### config.mk
export PLATFORM = sky130hd
export DESIGN_NAME = kv_srl_fifo_stream_flat
export DESIGN_NICKNAME = d
export VERILOG_FILES = /design/src/rtl/kv_srl_fifo_stream_if.sv /design/src/rtl/kv_srl_fifo_stream.sv /design/src/flat_wrapper.sv
export SDC_FILE = /design/constraint.sdc
export NUM_CORES = 1
export LEC_CHECK = 0
export ABC_CLOCK_PERIOD_IN_PS = 1450
export BUFFER_PORTS_ARGS = -buffer_cell sky130_fd_sc_hd__buf_4
export CORE_MARGIN = 2
export CORE_UTILIZATION = 48
export DETAILED_ROUTE_END_ITERATION = 8
export GPL_TIMING_DRIVEN = 0
export PLACE_DENSITY_LB_ADDON = 0.2
export SLEW_MARGIN = 20
export SYNTH_ARGS = -nofsm -noshare
export SYNTH_HDL_FRONTEND = slang
export SYNTH_SLANG_ARGS = --single-unit
### constraint.sdc
create_clock -name clk -period 1.45 [get_ports clk]
set_input_delay 0 -clock clk [delete_from_list [all_inputs] [get_ports clk]]
set_output_delay 0 -clock clk [all_outputs]
set_load 0.01 [all_outputs]
### src/rtl/kv_srl_fifo_stream_if.sv
// rtl/kv_srl_fifo_stream_if.sv - FIFO read port plus output stream bundle for the SRL FIFO read adapter
interface kv_srl_fifo_stream_if #(
  parameter int WIDTH = 8
);
  logic             fifo_empty;
  logic [WIDTH-1:0] fifo_q;
  logic             fifo_rd_en;
  logic             m_valid;
  logic [WIDTH-1:0] m_data;
  logic             m_ready;
  logic [1:0]       level;

  // Adapter side: consumes the FIFO read port and drives the stream.
  modport master (
    input  fifo_empty,
    input  fifo_q,
    output fifo_rd_en,
    output m_valid,
    output m_data,
    input  m_ready,
    output level
  );

  // Environment side: FIFO plus downstream consumer.
  modport slave (
    output fifo_empty,
    output fifo_q,
    input  fifo_rd_en,
    input  m_valid,
    input  m_data,
    output m_ready,
    input  level
  );
endinterface

### src/rtl/kv_srl_fifo_stream.sv
// rtl/kv_srl_fifo_stream.sv - 3-entry prefetch adapter turning the FIFO read port into a valid/ready stream
module kv_srl_fifo_stream #(
  parameter int WIDTH = 8
) (
  input  logic                 clk,
  input  logic                 rst,
  kv_srl_fifo_stream_if.master bus
);

  logic [1:0]       occ_q;
  logic             pend_q;
  logic [1:0]       head_q;
  logic [1:0]       tail_q;
  logic [WIDTH-1:0] buf_q [3];

  logic [2:0] outstanding;
  logic       rd_en;
  logic       pop;
  logic [1:0] occ_d;

  // Pointers cycle 0 -> 1 -> 2 -> 0 over the three buffer slots.
  function automatic logic [1:0] wrap_inc(input logic [1:0] p);
    return (p == 2'd2) ? 2'd0 : p + 2'd1;
  endfunction

  // Read issue and pop decode; the read counts the in-flight word so the buffer never overflows,
  // and it never looks at m_ready.
  always_comb begin
    outstanding = {1'b0, occ_q} + {2'b00, pend_q};
    rd_en       = !rst && !bus.fifo_empty && (outstanding <= 3'd2);
    pop         = (occ_q != 2'd0) && bus.m_ready;
    occ_d       = occ_q + {1'b0, pend_q} - {1'b0, pop};
  end

  // Control state: occupancy, in-flight flag and ring pointers.
  always_ff @(posedge clk) begin
    if (rst) begin
      occ_q  <= 2'd0;
      pend_q <= 1'b0;
      head_q <= 2'd0;
      tail_q <= 2'd0;
    end else begin
      occ_q  <= occ_d;
      pend_q <= rd_en;
      if (pend_q) begin
        tail_q <= wrap_inc(tail_q);
      end
      if (pop) begin
        head_q <= wrap_inc(head_q);
      end
    end
  end

  // Capture the word returned for last cycle's read; contents need no reset.
  always_ff @(posedge clk) begin
    if (!rst && pend_q) begin
      buf_q[tail_q] <= bus.fifo_q;
    end
  end

  // Outputs come from registered state only.
  always_comb begin
    bus.fifo_rd_en = rd_en;
    bus.m_valid    = (occ_q != 2'd0);
    bus.m_data     = buf_q[head_q];
    bus.level      = occ_q;
  end

endmodule

### src/flat_wrapper.sv
// flat-port wrapper written by rule: the top's interface ports become plain ports
module kv_srl_fifo_stream_flat 
#(
  parameter int WIDTH = 8
)
  (clk, rst, bus_fifo_empty, bus_fifo_q, bus_fifo_rd_en, bus_m_valid, bus_m_data, bus_m_ready, bus_level);
  kv_srl_fifo_stream_if #(.WIDTH(WIDTH)) bus_i ();
  input  logic clk;
  input  logic rst;
  input wire logic [$bits(bus_i.fifo_empty)-1:0] bus_fifo_empty;
  input wire logic [$bits(bus_i.fifo_q)-1:0] bus_fifo_q;
  output wire logic [$bits(bus_i.fifo_rd_en)-1:0] bus_fifo_rd_en;
  output wire logic [$bits(bus_i.m_valid)-1:0] bus_m_valid;
  output wire logic [$bits(bus_i.m_data)-1:0] bus_m_data;
  input wire logic [$bits(bus_i.m_ready)-1:0] bus_m_ready;
  output wire logic [$bits(bus_i.level)-1:0] bus_level;
  assign bus_i.fifo_empty = bus_fifo_empty;
  assign bus_i.fifo_q = bus_fifo_q;
  assign bus_fifo_rd_en = bus_i.fifo_rd_en;
  assign bus_m_valid = bus_i.m_valid;
  assign bus_m_data = bus_i.m_data;
  assign bus_i.m_ready = bus_m_ready;
  assign bus_level = bus_i.level;
  kv_srl_fifo_stream #(.WIDTH(WIDTH)) u_core (.clk(clk), .rst(rst), .bus(bus_i));
endmodule
==> results of run 1 <==
[placed cells by master, fill, tap and decap left out, types with 4 or more instances in the layout]
| cell type | instances |
|---|---|
| buf_4 | 25 |
| edfxtp_1 | 24 |
| dlygate4sd3_1 | 12 |
| nand2_1 | 10 |
| mux2i_1 | 9 |
| o21ai_0 | 8 |
| clkbuf_4 | 6 |
| nand2b_1 | 5 |
| nor2_1 | 5 |
| dfxtp_1 | 5 |
| a21oi_1 | 4 |
[logic make-up (layout without fill, tap and decap cells)]
family	count (synthesis)	count (layout)
fa+ha+maj	4	4
buf+inv	5	50
simple gates	30	30
compound gates	16	16
flops	33	33
mux	10	10
[where the power goes]
| group | leakage, nW | switching [mW] | internal (mW) |
|---|---|---|---|
| combinational | 0.328 | 0.0786 | 0.104 |
| sequential | 0.293 | 0.0145 | 1.03 |
| clock | 0.0413 | 0.291 | 0.281 |
| total | 0.662 | 0.384 | 1.42 |
[cell type report]
cell class / instances / area, um2
clock inverters: 1 / 5.00
multi-input cells: 60 / 430
plain buffers: 3 / 23.8
flip-flops and latches: 33 / 911
clock buffers: 7 / 65.1
repair buffers: 37 / 308
well taps: 30 / 37.5
inverters: 2 / 7.51
fillers: 182 / 734
[registers in the layout (all words and copies together) (netlist names), named ones only]
name and count:
u_core.buf_q 24, u_core.head_q 2, u_core.bus.level 2, u_core.tail_q 2, u_core.pend_q 1
[worst register-to-register path, cell delays in order (launching register included)]
cell and delay (ns):
dfxtp_4 0.37, buf_4 0.15, nand2b_1 0.17, o21ai_1 0.13, ha_1 0.18, nor2_1 0.05
a31o_2 0.23
[routing by layer]
metal  vias up  global-route usage  wire [um]  part of all wire
met1       403               0.194       1030              0.43
met5         -                   0          0                 0
li1        441                   -          -                 -
met2        23               0.272       1190              0.50
met4         0              0.0714         51             0.021
met3         5              0.0553        112             0.047
[how the worst max path moves through the flow]
| stage | cells after the start | start | end |
|---|---|---|---|
| 2_1_floorplan | 2 | u_core.pend_q | u_core.buf_q[2][0] |
| 3_5_place_dp | 2 | u_core.pend_q | u_core.buf_q[1][0] |
| 3_3_place_gp | 2 | u_core.pend_q | u_core.buf_q[2][3] |
| 5_1_grt | 6 | u_core.pend_q | bus_fifo_rd_en |
| 6_report | 6 | u_core.pend_q | bus_fifo_rd_en |
| 4_1_cts | 6 | u_core.bus.level[0] | bus_fifo_rd_en |
[stage by stage]
step                 util  instances  setup TNS, ns  setup slack, ns  hold WS [ns]
finish              0.709        173        -0.0847          -0.0847        0.0289
global route        0.709        173         -0.159           -0.147        0.0372
CTS                 0.688        171         -0.691           -0.108        0.0133
detailed placement  0.607        151          -1.32           -0.114         0.176
global placement    0.605        151          -3.62           -0.370         0.174
floorplan               -         98              0           0.0183        0.0507
[repair_timing]
action,4_1_cts,5_1_grt
resized for setup,6,9
cloned,0,0
hold buffers,12,0
buffers inserted,0,2
endpoints found under the hold margin,26,0
pin swaps,0,1
endpoints found under the setup margin,25,25
==> summary.md, run 1 <==
| Metric | Value |
|---|---|
| Status | complete, but fails checks |
| Failing checks | negative setup slack |
| IO Port Bufs | 23 |
| Crit. End Element | output pin |
| Post-synth cell types | 21 |
| Most frequent cell after synthesis | edfxtp_1 |
| Crit path DAT | 1.53 ns |
| Max cap viols | 0 |
| Share of cells above drive strength 1 | 0.350 |
| Skew final | 0.00968 ns |
| Effective utilization at floorplan | 0.520 |
| Pre-Repair DR Iteration Count | 4 |
| CTS H-tree lvls | 2 |
| Peak VDD IR | 1.22 mV |
| Nets@finish | 158 |
| Tcrit/Tclk final | 1.06 |
| Lkg Pwr | 0.662 nW |
| Delay-heaviest family, CP | flip-flops |
| Avg Cell Area, Syn | 13.4 um2 |
| Crit-path slowest cell | dfxtp_4 |
| Vias | 872 |
| Synth Area in Simple Gates | 0.110 |
| Largest net degree at the start of global routing | 11 |
| CTS Sinks | 33 |
| Syn-to-layout area delta | 36.4% |
| Relative slew slack | 0.554 |
| Worst-Skew Late Latency | 0.33 ns |
| Ys async rst share | 0 |
| WS Path Type | reg -> out |
| Initial antenna violation count | 0 |
| Part of the Yosys area used for sequential elements | 0.687 |
| Die Area | 3170 um2 |
| Worst r2r dst | u_core.bus.level[1] |
| Die span in x | 56.3 um |
| Largest stage delay, worst path | 0.38 ns |
| R2R setup slack | 0.08 ns |
| Synthesized area | 1310 um2 |
| Top_reg_cell synth | edfxtp_1 |
| # setup viols final | 1 |
| HPWL after DPL | 1.50 mm |
| Reg2reg start | u_core.bus.level[0] |
| Hold Crit Class | in -> reg |
| Hold_sp | bus_m_ready |
| Synth cell count leaders | edfxtp_1 (24), nand2_1 (10), dfxtp_1 (9), mux2i_1 (9), o21ai_0 (9) |
| Final Wtd Congestion | 0.751 |
| Antenna Nets Post-Route | 0 |
| Final Worst Setup Slack | -0.0847 ns |
| DRC Markers | 0 |
| Slew of the pin with the lowest slew margin | 0.665 ns |
| Startpoint Class | flop |
| Largest family of logic cells by synthesized area | simple AND/OR/NAND/NOR gates |
| TritonCTS clock tree | done |
| Global route overflow | 0 |
| Hold Vio Cnt, Final | 0 |
| Starting DRC count in detailed routing | 34 |
| Root buffer cell | clkbuf_4 |
| Syn Nets | 114 |
| Adder-cell area share of the yosys netlist | 0.0382 |
| Power, Total | 1.80 mW |
| Crit path max fanout | 7 |
| Synth Area in Compound Gates | 0.0668 |
| EDFF count, synth | 24 |
| Design Area, Final | 1790 um2 |
| First-pass GRT wire length | 3.84 mm |
| Syn Inst Count | 98 |
| Top-area cell type share of the netlist area | 0.550 |
| Yosys warns | 0 |
| Rows | 18 |
| Hold Path Depth | 4 |
| N_diodes | 0 |
| Post-Synth XOR/XNOR Area | 0 |
| Vias in the first global route | 878 |
| Fmax | 652 MHz |
| Req. time, crit path | 1.45 ns |
| CP bufs+invs | 1 |
| Die Height | 56.3 um |
| Multiplexer area fraction after synthesis | 0.0773 |
| WL per Instance | 13.8 um |
| Gr usage total | 0.164 |
| Worst-path cell chain | ha_4 > ha_1 > nor2_1 > a21oi_2 > nor3_1 > buf_4 |
| Final min period | 1.53 ns |
| Area leader, netlist | edfxtp_1 |
| Pwr dens | 1010 nW/um2 |
| Final Max Slew Viols | 0 |
| Placed instance area | 1530 um2 |
| Number of CTS-inserted buffers | 5 |
| Total routed wirelength | 2.38 mm |
| Reg2Reg Depth | 6 |
| Largest cells by area after synthesis | edfxtp_1 (55%), dfxtp_1 (14%), mux2i_1 (6.9%) |
| Synthesized flop and latch total | 33 |
| Clock tree buffer depth | 2 |
| RSZ-0062 raised after global routing | yes |
| Via density | 5.04 |
| Core area | 2520 um2 |
| # IOs | 24 |
| Worst-path clk slew | 0.10 ns |
(Power assumes the default switching activity.)
==> run 2: changes to the inputs <==
--- a/config.mk
+++ b/config.mk
@@ -5,12 +5,13 @@
 export SDC_FILE = /design/constraint.sdc
 export NUM_CORES = 1
 export LEC_CHECK = 0
-export ABC_CLOCK_PERIOD_IN_PS = 1450
+export ABC_CLOCK_PERIOD_IN_PS = 1500
 export BUFFER_PORTS_ARGS = -buffer_cell sky130_fd_sc_hd__buf_4
 export CORE_MARGIN = 2
-export CORE_UTILIZATION = 48
+export CORE_UTILIZATION = 53
 export DETAILED_ROUTE_END_ITERATION = 8
 export GPL_TIMING_DRIVEN = 0
+export MAX_ROUTING_LAYER = met4
 export PLACE_DENSITY_LB_ADDON = 0.2
 export SLEW_MARGIN = 20
 export SYNTH_ARGS = -nofsm -noshare
==> constraint.sdc (replaced) <==
create_clock -name clk -period 1.5 [get_ports clk]
set_input_delay 0 -clock clk [delete_from_list [all_inputs] [get_ports clk]]
set_output_delay 0 -clock clk [all_outputs]
set_load 0.01 [all_outputs]
==> summary.md, run 2 (same netlist as run 1, synthesis figures left out) <==
| Metric | Value |
|---|---|
| Initial antenna violation count | 0 (unchanged) |
| Worst-path clk slew | 0.10 ns (about the same) |
| Layout fillers | 155 (was 182) |
| Crit path DAT | 1.47 ns (was 1.53 ns) |
| Final Util | 0.732 (was 0.709) |
| Skew final | 0.0103 ns (was 0.00968 ns) |
| Vias | 858 (was 872) |
| Clock tree buffer depth | 2 (unchanged) |
| Fmax | 682 MHz |
| Most frequent cells in the layout | buf_4 (25), edfxtp_1 (24), nand2_1 (10), dlygate4sd3_1 (10), mux2i_1 (9) (was buf_4 (25), edfxtp_1 (24), dlygate4sd3_1 (12), nand2_1 (10), mux2i_1 (9)) |
| Peak VDD IR | 0.982 mV (was 1.22 mV) |
| Most common cell after layout, fill and taps aside | buf_4 (unchanged) |
| Metal1 wirelength | 916 um (was 1.03 mm) |
| Final min period | 1.47 ns |
| Rows | 18 (unchanged) |
| Syn-to-layout area delta | 34.5% (was 36.4%) |
| Pre-CTS setup slack | -0.0541 ns (was -0.114 ns) |
| Pre-Repair DR Iteration Count | 4 (unchanged) |
| RSZ-0062 raised after global routing | yes (unchanged) |
| DRC Markers | 0 (unchanged) |
| Power share of the clock group | 0.276 (was 0.318) |
| Hold Crit Class | in -> reg (unchanged) |
| DR WL met2 | 1.19 mm (about the same) |
| # setup viols final | 0 (was 1) |
| Core area | 2410 um2 (was 2520 um2) |
| Net Sw Frac | 0.224 (was 0.214) |
| Global route overflow | 0 (unchanged) |
| # IOs | 24 (unchanged) |
| Biggest register | u_core.buf_q (unchanged) |
| Gr usage total | 0.190 (was 0.164) |
| Vias in the first global route | 826 (was 878) |
| Slew of the pin with the lowest slew margin | 0.454 ns (was 0.665 ns) |
| Via density | 5.02 (was 5.04) |
| Req. time, crit path | 1.50 ns (was 1.45 ns) |
| Lkg Pwr | 0.641 nW (was 0.662 nW) |
| N_diodes | 0 (unchanged) |
| Total routed wirelength | 2.24 mm (was 2.38 mm) |
| Final Max Slew Viols | 0 (unchanged) |
| Hold Vio Cnt, Final | 0 (unchanged) |
| Antenna Nets Post-Route | 0 (unchanged) |
| Top routing layer used | met4 (unchanged) |
| Sequential Power Share | 0.613 (was 0.580) |
| Pwr dens | 932 nW/um2 (was 1010 nW/um2) |
| First-pass GRT wire length | 3.57 mm (was 3.84 mm) |
| IO Port Bufs | 23 (unchanged) |
| Nets@finish | 156 (was 158) |
| Worst-Skew Late Latency | 0.33 ns (about the same) |
| Crit path max fanout | 2 (was 7) |
| Met3 routed WL | 105 um (was 112 um) |
| Max cap viols | 0 (unchanged) |
| Max reg flops | 24 (unchanged) |
| Tcrit/Tclk final | 0.977 |
| Die Height | 53.7 um (was 56.3 um) |
| Status | finished, final reports clean (was complete, but fails checks) |
| Startpoint Class | flop (unchanged) |
| CTS Sinks | 33 (unchanged) |
| Starting DRC count in detailed routing | 21 (was 34) |
| WL per Instance | 13.1 um (was 13.8 um) |
| Root buffer cell | clkbuf_4 (unchanged) |
| Comb power frac | 0.110 (was 0.102) |
| Crit. End Element | output pin (unchanged) |
| Number of CTS-inserted buffers | 5 (unchanged) |
| Largest net degree at the start of global routing | 11 (unchanged) |
| TritonCTS clock tree | done (unchanged) |
| Final Worst Setup Slack | 0.0338 ns (was -0.0847 ns) |
| HPWL after DPL | 1.54 mm (was 1.50 mm) |
| NetSw | 0.369 mW (was 0.384 mW) |
| Final Wtd Congestion | 0.709 (was 0.751) |
| Relative slew slack | 0.696 (was 0.554) |
| Die span in x | 53.7 um (was 56.3 um) |
| CTS H-tree lvls | 2 (unchanged) |
| Die Area | 2890 um2 (was 3170 um2) |
| WS Path Type | reg -> out (unchanged) |
| Effective utilization at floorplan | 0.544 (was 0.520) |
| Int Power | 1.28 mW (was 1.42 mW) |
| Share of cells above drive strength 1 | 0.355 (was 0.350) |
[run 2: cell types whose count changed in the layout (fill, tap and decap cells not counted), sizes merged]
cell         change
clkbuf           -1
dlygate4sd3      -2
clkinv           +1
[run 2: path summary, 6_finish.rpt]
check	from	endpoint	slack, ns	cells past startpoint
worst max register to register	u_core.bus.level[0]	u_core.bus.level[1]	0.13	6
worst min-delay path	bus_m_ready	flop	0.01	4
worst min register to register	u_core.head_q[0]	flop	0.51	2
worst max-delay path	u_core.bus.level[0]	bus_fifo_rd_en	0.03	6
[run 2: area by class of cell]
class                   instances  area [um2]  area share
plain buffers                   3        23.8      0.0135
clock buffers                   6        41.3      0.0234
clock inverters                 2        10.0     0.00567
inverters                       2        7.51     0.00426
multi-input cells              60         447       0.253
flip-flops and latches         33         910       0.516
well taps                      30        37.5      0.0213
repair buffers                 35         288       0.163
[run 2: what timing repair did]
action                                 in CTS  in global routing
pin swaps                                   3                  3
setup endpoints to repair                  20                 12
endpoints found under the hold margin      26                  0
resized for setup                          13                  5
setup buffers                               2                  0
hold buffers                               10                  0
[run 2: per-stage QoR]
| step | cell area (um2) | TNS, ns | hold WS [ns] | power [mW] | instances |
|---|---|---|---|---|---|
| 2_1_floorplan | 1310 | 0 | 0.0507 | 1.10 | 98 |
| 3_3_place_gp | 1520 | -5.04 | 0.175 | 1.16 | 151 |
| 3_5_place_dp | 1530 | -0.715 | 0.177 | 1.17 | 151 |
| 4_1_cts | 1740 | -0.0231 | 0.00772 | 1.64 | 171 |
| 5_1_grt | 1760 | -0.0407 | 0.0162 | 1.72 | 171 |
| 6_report | 1760 | 0 | 0.0144 | 1.64 | 171 |
[run 2: worst max-delay path: stages (launching register included)]
cell and delay (ns):
dfxtp_4 0.37, ha_4 0.15, ha_2 0.18, nor2_4 0.10
a21oi_2 0.07, nor3_1 0.13, buf_4 0.15
[run 2: power groups by stage]
stage | Sequential (mW) | Combinational (mW) | Clock, mW
finish | 1.01 | 0.182 | 0.455
global placement | 1.03 | 0.131 | 0
CTS | 1.01 | 0.174 | 0.462
global route | 1.01 | 0.200 | 0.513
detailed placement | 1.03 | 0.138 | 0
floorplan | 1.03 | 0.0672 | 0
[run 2: routing by layer]
layer,up-vias,track usage
li1,437,-
met2,19,0.321
met1,396,0.193
met5,-,-
met3,6,0.0833
met4,0,0.0726
==> run 3: changes to the inputs <==
--- a/config.mk
+++ b/config.mk
@@ -8,7 +8,7 @@
 export ABC_CLOCK_PERIOD_IN_PS = 1500
 export BUFFER_PORTS_ARGS = -buffer_cell sky130_fd_sc_hd__buf_4
 export CORE_MARGIN = 2
-export CORE_UTILIZATION = 53
+export CORE_UTILIZATION = 30
 export DETAILED_ROUTE_END_ITERATION = 8
 export GPL_TIMING_DRIVEN = 0
 export MAX_ROUTING_LAYER = met4
==> summary.md, run 3 (same netlist as run 1, synthesis figures left out) <==
| Metric | Value |
|---|---|
| IO Port Bufs | 23 (unchanged) |
| Syn-to-layout area delta | 37.4% (was 34.5%) |
| TritonCTS clock tree | done (unchanged) |
| Lkg Pwr | 0.651 nW (was 0.641 nW) |
| Pwr dens | 999 nW/um2 (was 932 nW/um2) |
| Vias in the first global route | 838 (was 826) |
| Startpoint Class | flop (unchanged) |
| Final Max Slew Viols | 0 (unchanged) |
| Vias | 875 (was 858) |
| Crit-path slowest cell | dfxtp_4 (unchanged) |
| Largest net degree at the start of global routing | 11 (unchanged) |
| Fmax | 681 MHz (was 682 MHz) |
| Worst-path cell chain | ha_4 > inv_1 > ha_1 > a21oi_2 > nor3_2 > buf_4 (was ha_4 > ha_2 > nor2_4 > a21oi_2 > nor3_1 > buf_4) |
| Clock tree buffer depth | 2 (unchanged) |
| # IOs | 24 (unchanged) |
| Hold Vio Cnt, Final | 0 (unchanged) |
| Die Height | 70.1 um (was 53.7 um) |
| Final min period | 1.47 ns (about the same) |
| First-pass GRT wire length | 4.00 mm (was 3.57 mm) |
| Placed Instances | 173 (was 151) |
| Total routed wirelength | 2.46 mm (was 2.24 mm) |
| Gr usage total | 0.114 (was 0.190) |
| Die Area | 4920 um2 (was 2890 um2) |
| DRC Markers | 0 (unchanged) |
| Rows | 24 (was 18) |
| Final Util | 0.420 (was 0.732) |
| Status | finished, final reports clean (unchanged) |
| Most frequent cells in the layout | buf_4 (24), edfxtp_1 (24), nand2_1 (10), dlygate4sd3_1 (10), mux2i_1 (9) (was buf_4 (25), edfxtp_1 (24), nand2_1 (10), dlygate4sd3_1 (10), mux2i_1 (9)) |
| Max cap viols | 0 (unchanged) |
| CTS H-tree lvls | 2 (unchanged) |
| Antenna Nets Post-Route | 0 (unchanged) |
| Relative slew slack | 0.661 (was 0.696) |
| Slew of the pin with the lowest slew margin | 0.508 ns (was 0.454 ns) |
| HPWL after DPL | 1.64 mm (was 1.54 mm) |
| Worst-Skew Late Latency | 0.28 ns (was 0.33 ns) |
| Largest stage delay, worst path | 0.38 ns (was 0.37 ns) |
| WS Path Type | reg -> out (unchanged) |
| Peak VDD IR | 0.482 mV (was 0.982 mV) |
| Core area | 4290 um2 (was 2410 um2) |
| RSZ-0062 raised after global routing | yes (unchanged) |
| Max reg flops | 24 (unchanged) |
| Final Wtd Congestion | 0.742 (was 0.709) |
| Starting DRC count in detailed routing | 29 (was 21) |
| WL per Instance | 12.8 um (was 13.1 um) |
| Crit path max fanout | 7 (was 2) |
| Die span in x | 70.1 um (was 53.7 um) |
| Nets@finish | 155 (was 156) |
| Area of the multi-input gates | 435 um2 (was 447 um2) |
| Root buffer cell | clkbuf_8 (was clkbuf_4) |
| Tcrit/Tclk final | 0.979 (was 0.977) |
| Crit path DAT | 1.47 ns (about the same) |
| Layout fillers | 398 (was 155) |
| Worst-path clk slew | 0.06 ns (was 0.10 ns) |
| Global route overflow | 0 (unchanged) |
| CTS Sinks | 33 (unchanged) |
| Skew final | 0.00555 ns (was 0.0103 ns) |
| Req. time, crit path | 1.50 ns (about the same) |
| Via density | 4.56 (was 5.02) |
| Pre-Repair DR Iteration Count | 2 (was 4) |
| FF/Latch Area | 910 um2 (unchanged) |
| Biggest register | u_core.buf_q (unchanged) |
| Share of cells above drive strength 1 | 0.350 (was 0.355) |
| Initial antenna violation count | 0 (unchanged) |
| Effective utilization at floorplan | 0.305 (was 0.544) |
| # setup viols final | 0 (unchanged) |
| Crit. End Element | output pin (unchanged) |
| N_diodes | 0 (unchanged) |
| Hold Crit Class | in -> reg (unchanged) |
| Number of CTS-inserted buffers | 5 (unchanged) |
| Non-filler cells, final | 192 (was 171) |
run 3: area by class of cell:
cell class / count / area share
clock inverters: 2 / 0.00556
inverters: 2 / 0.00417
repair buffers: 34 / 0.156
multi-input cells: 60 / 0.242
clock buffers: 6 / 0.0403
plain buffers: 3 / 0.0118
flip-flops and latches: 33 / 0.505
well taps: 52 / 0.0361
run 3: report_power, final:
| part | total (mW) | switching, mW | internal, mW |
|---|---|---|---|
| combinational | 0.171 | 0.0754 | 0.0960 |
| clock | 0.617 | 0.296 | 0.321 |
| sequential | 1.01 | 0.0146 | 0.997 |
| total | 1.80 | 0.386 | 1.41 |
run 3: critical path, delay by kind of cell, from the launching register on:
kind | cells | cell delay (ns)
AND/OR/NAND/NOR | 1 | 0.05
buffers and inverters | 2 | 0.18
flip-flops | 1 | 0.38
adder cells (fa/ha/maj) | 2 | 0.40
AO/OA/AOI/OAI | 1 | 0.17
run 3: metrics by stage:
stage | area, um2 | hold WS (ns) | setup TNS (ns) | setup WS, ns | power [mW]
after global placement | 1550 | 0.172 | -7.97 | -0.472 | 1.16
final | 1800 | 0.0707 | 0 | 0.0316 | 1.80
after CTS | 1780 | 0.0394 | 0 | 0.00715 | 1.82
after detailed placement | 1560 | 0.175 | -1.55 | -0.135 | 1.17
after floorplan | 1310 | 0.0507 | 0 | 0.0466 | 1.10
after global routing | 1800 | 0.0852 | -0.0724 | -0.0705 | 1.89
run 3: worst paths after layout:
kind | start | end | slack (ns) | cells past startpoint
hold / removal | rst | flop | 0.07 | 3
setup / recovery | u_core.pend_q | bus_fifo_rd_en | 0.03 | 6
hold reg to reg | u_core.tail_q[1] | u_core.tail_q[1] | 0.50 | 2
setup reg to reg | u_core.tail_q[0] | u_core.buf_q[1][4] | 0.08 | 2
run 3: routing by layer:
metal / up-vias / GRT usage / wire [um]
met4: 0 / 0.0385 / 38
li1: 436 / - / -
met3: 7 / 0.0519 / 111
met1: 416 / 0.126 / 1040
met2: 16 / 0.182 / 1270
met5: - / - / 0
run 3: timing repair:
| action | in CTS | in global routing |
|---|---|---|
| hold buffers | 10 | 0 |
| pin swaps | 1 | 1 |
| hold endpoints to repair | 26 | 0 |
| setup buffers | 1 | 0 |
| resized for setup | 11 | 6 |
| endpoints found under the setup margin | 32 | 19 |
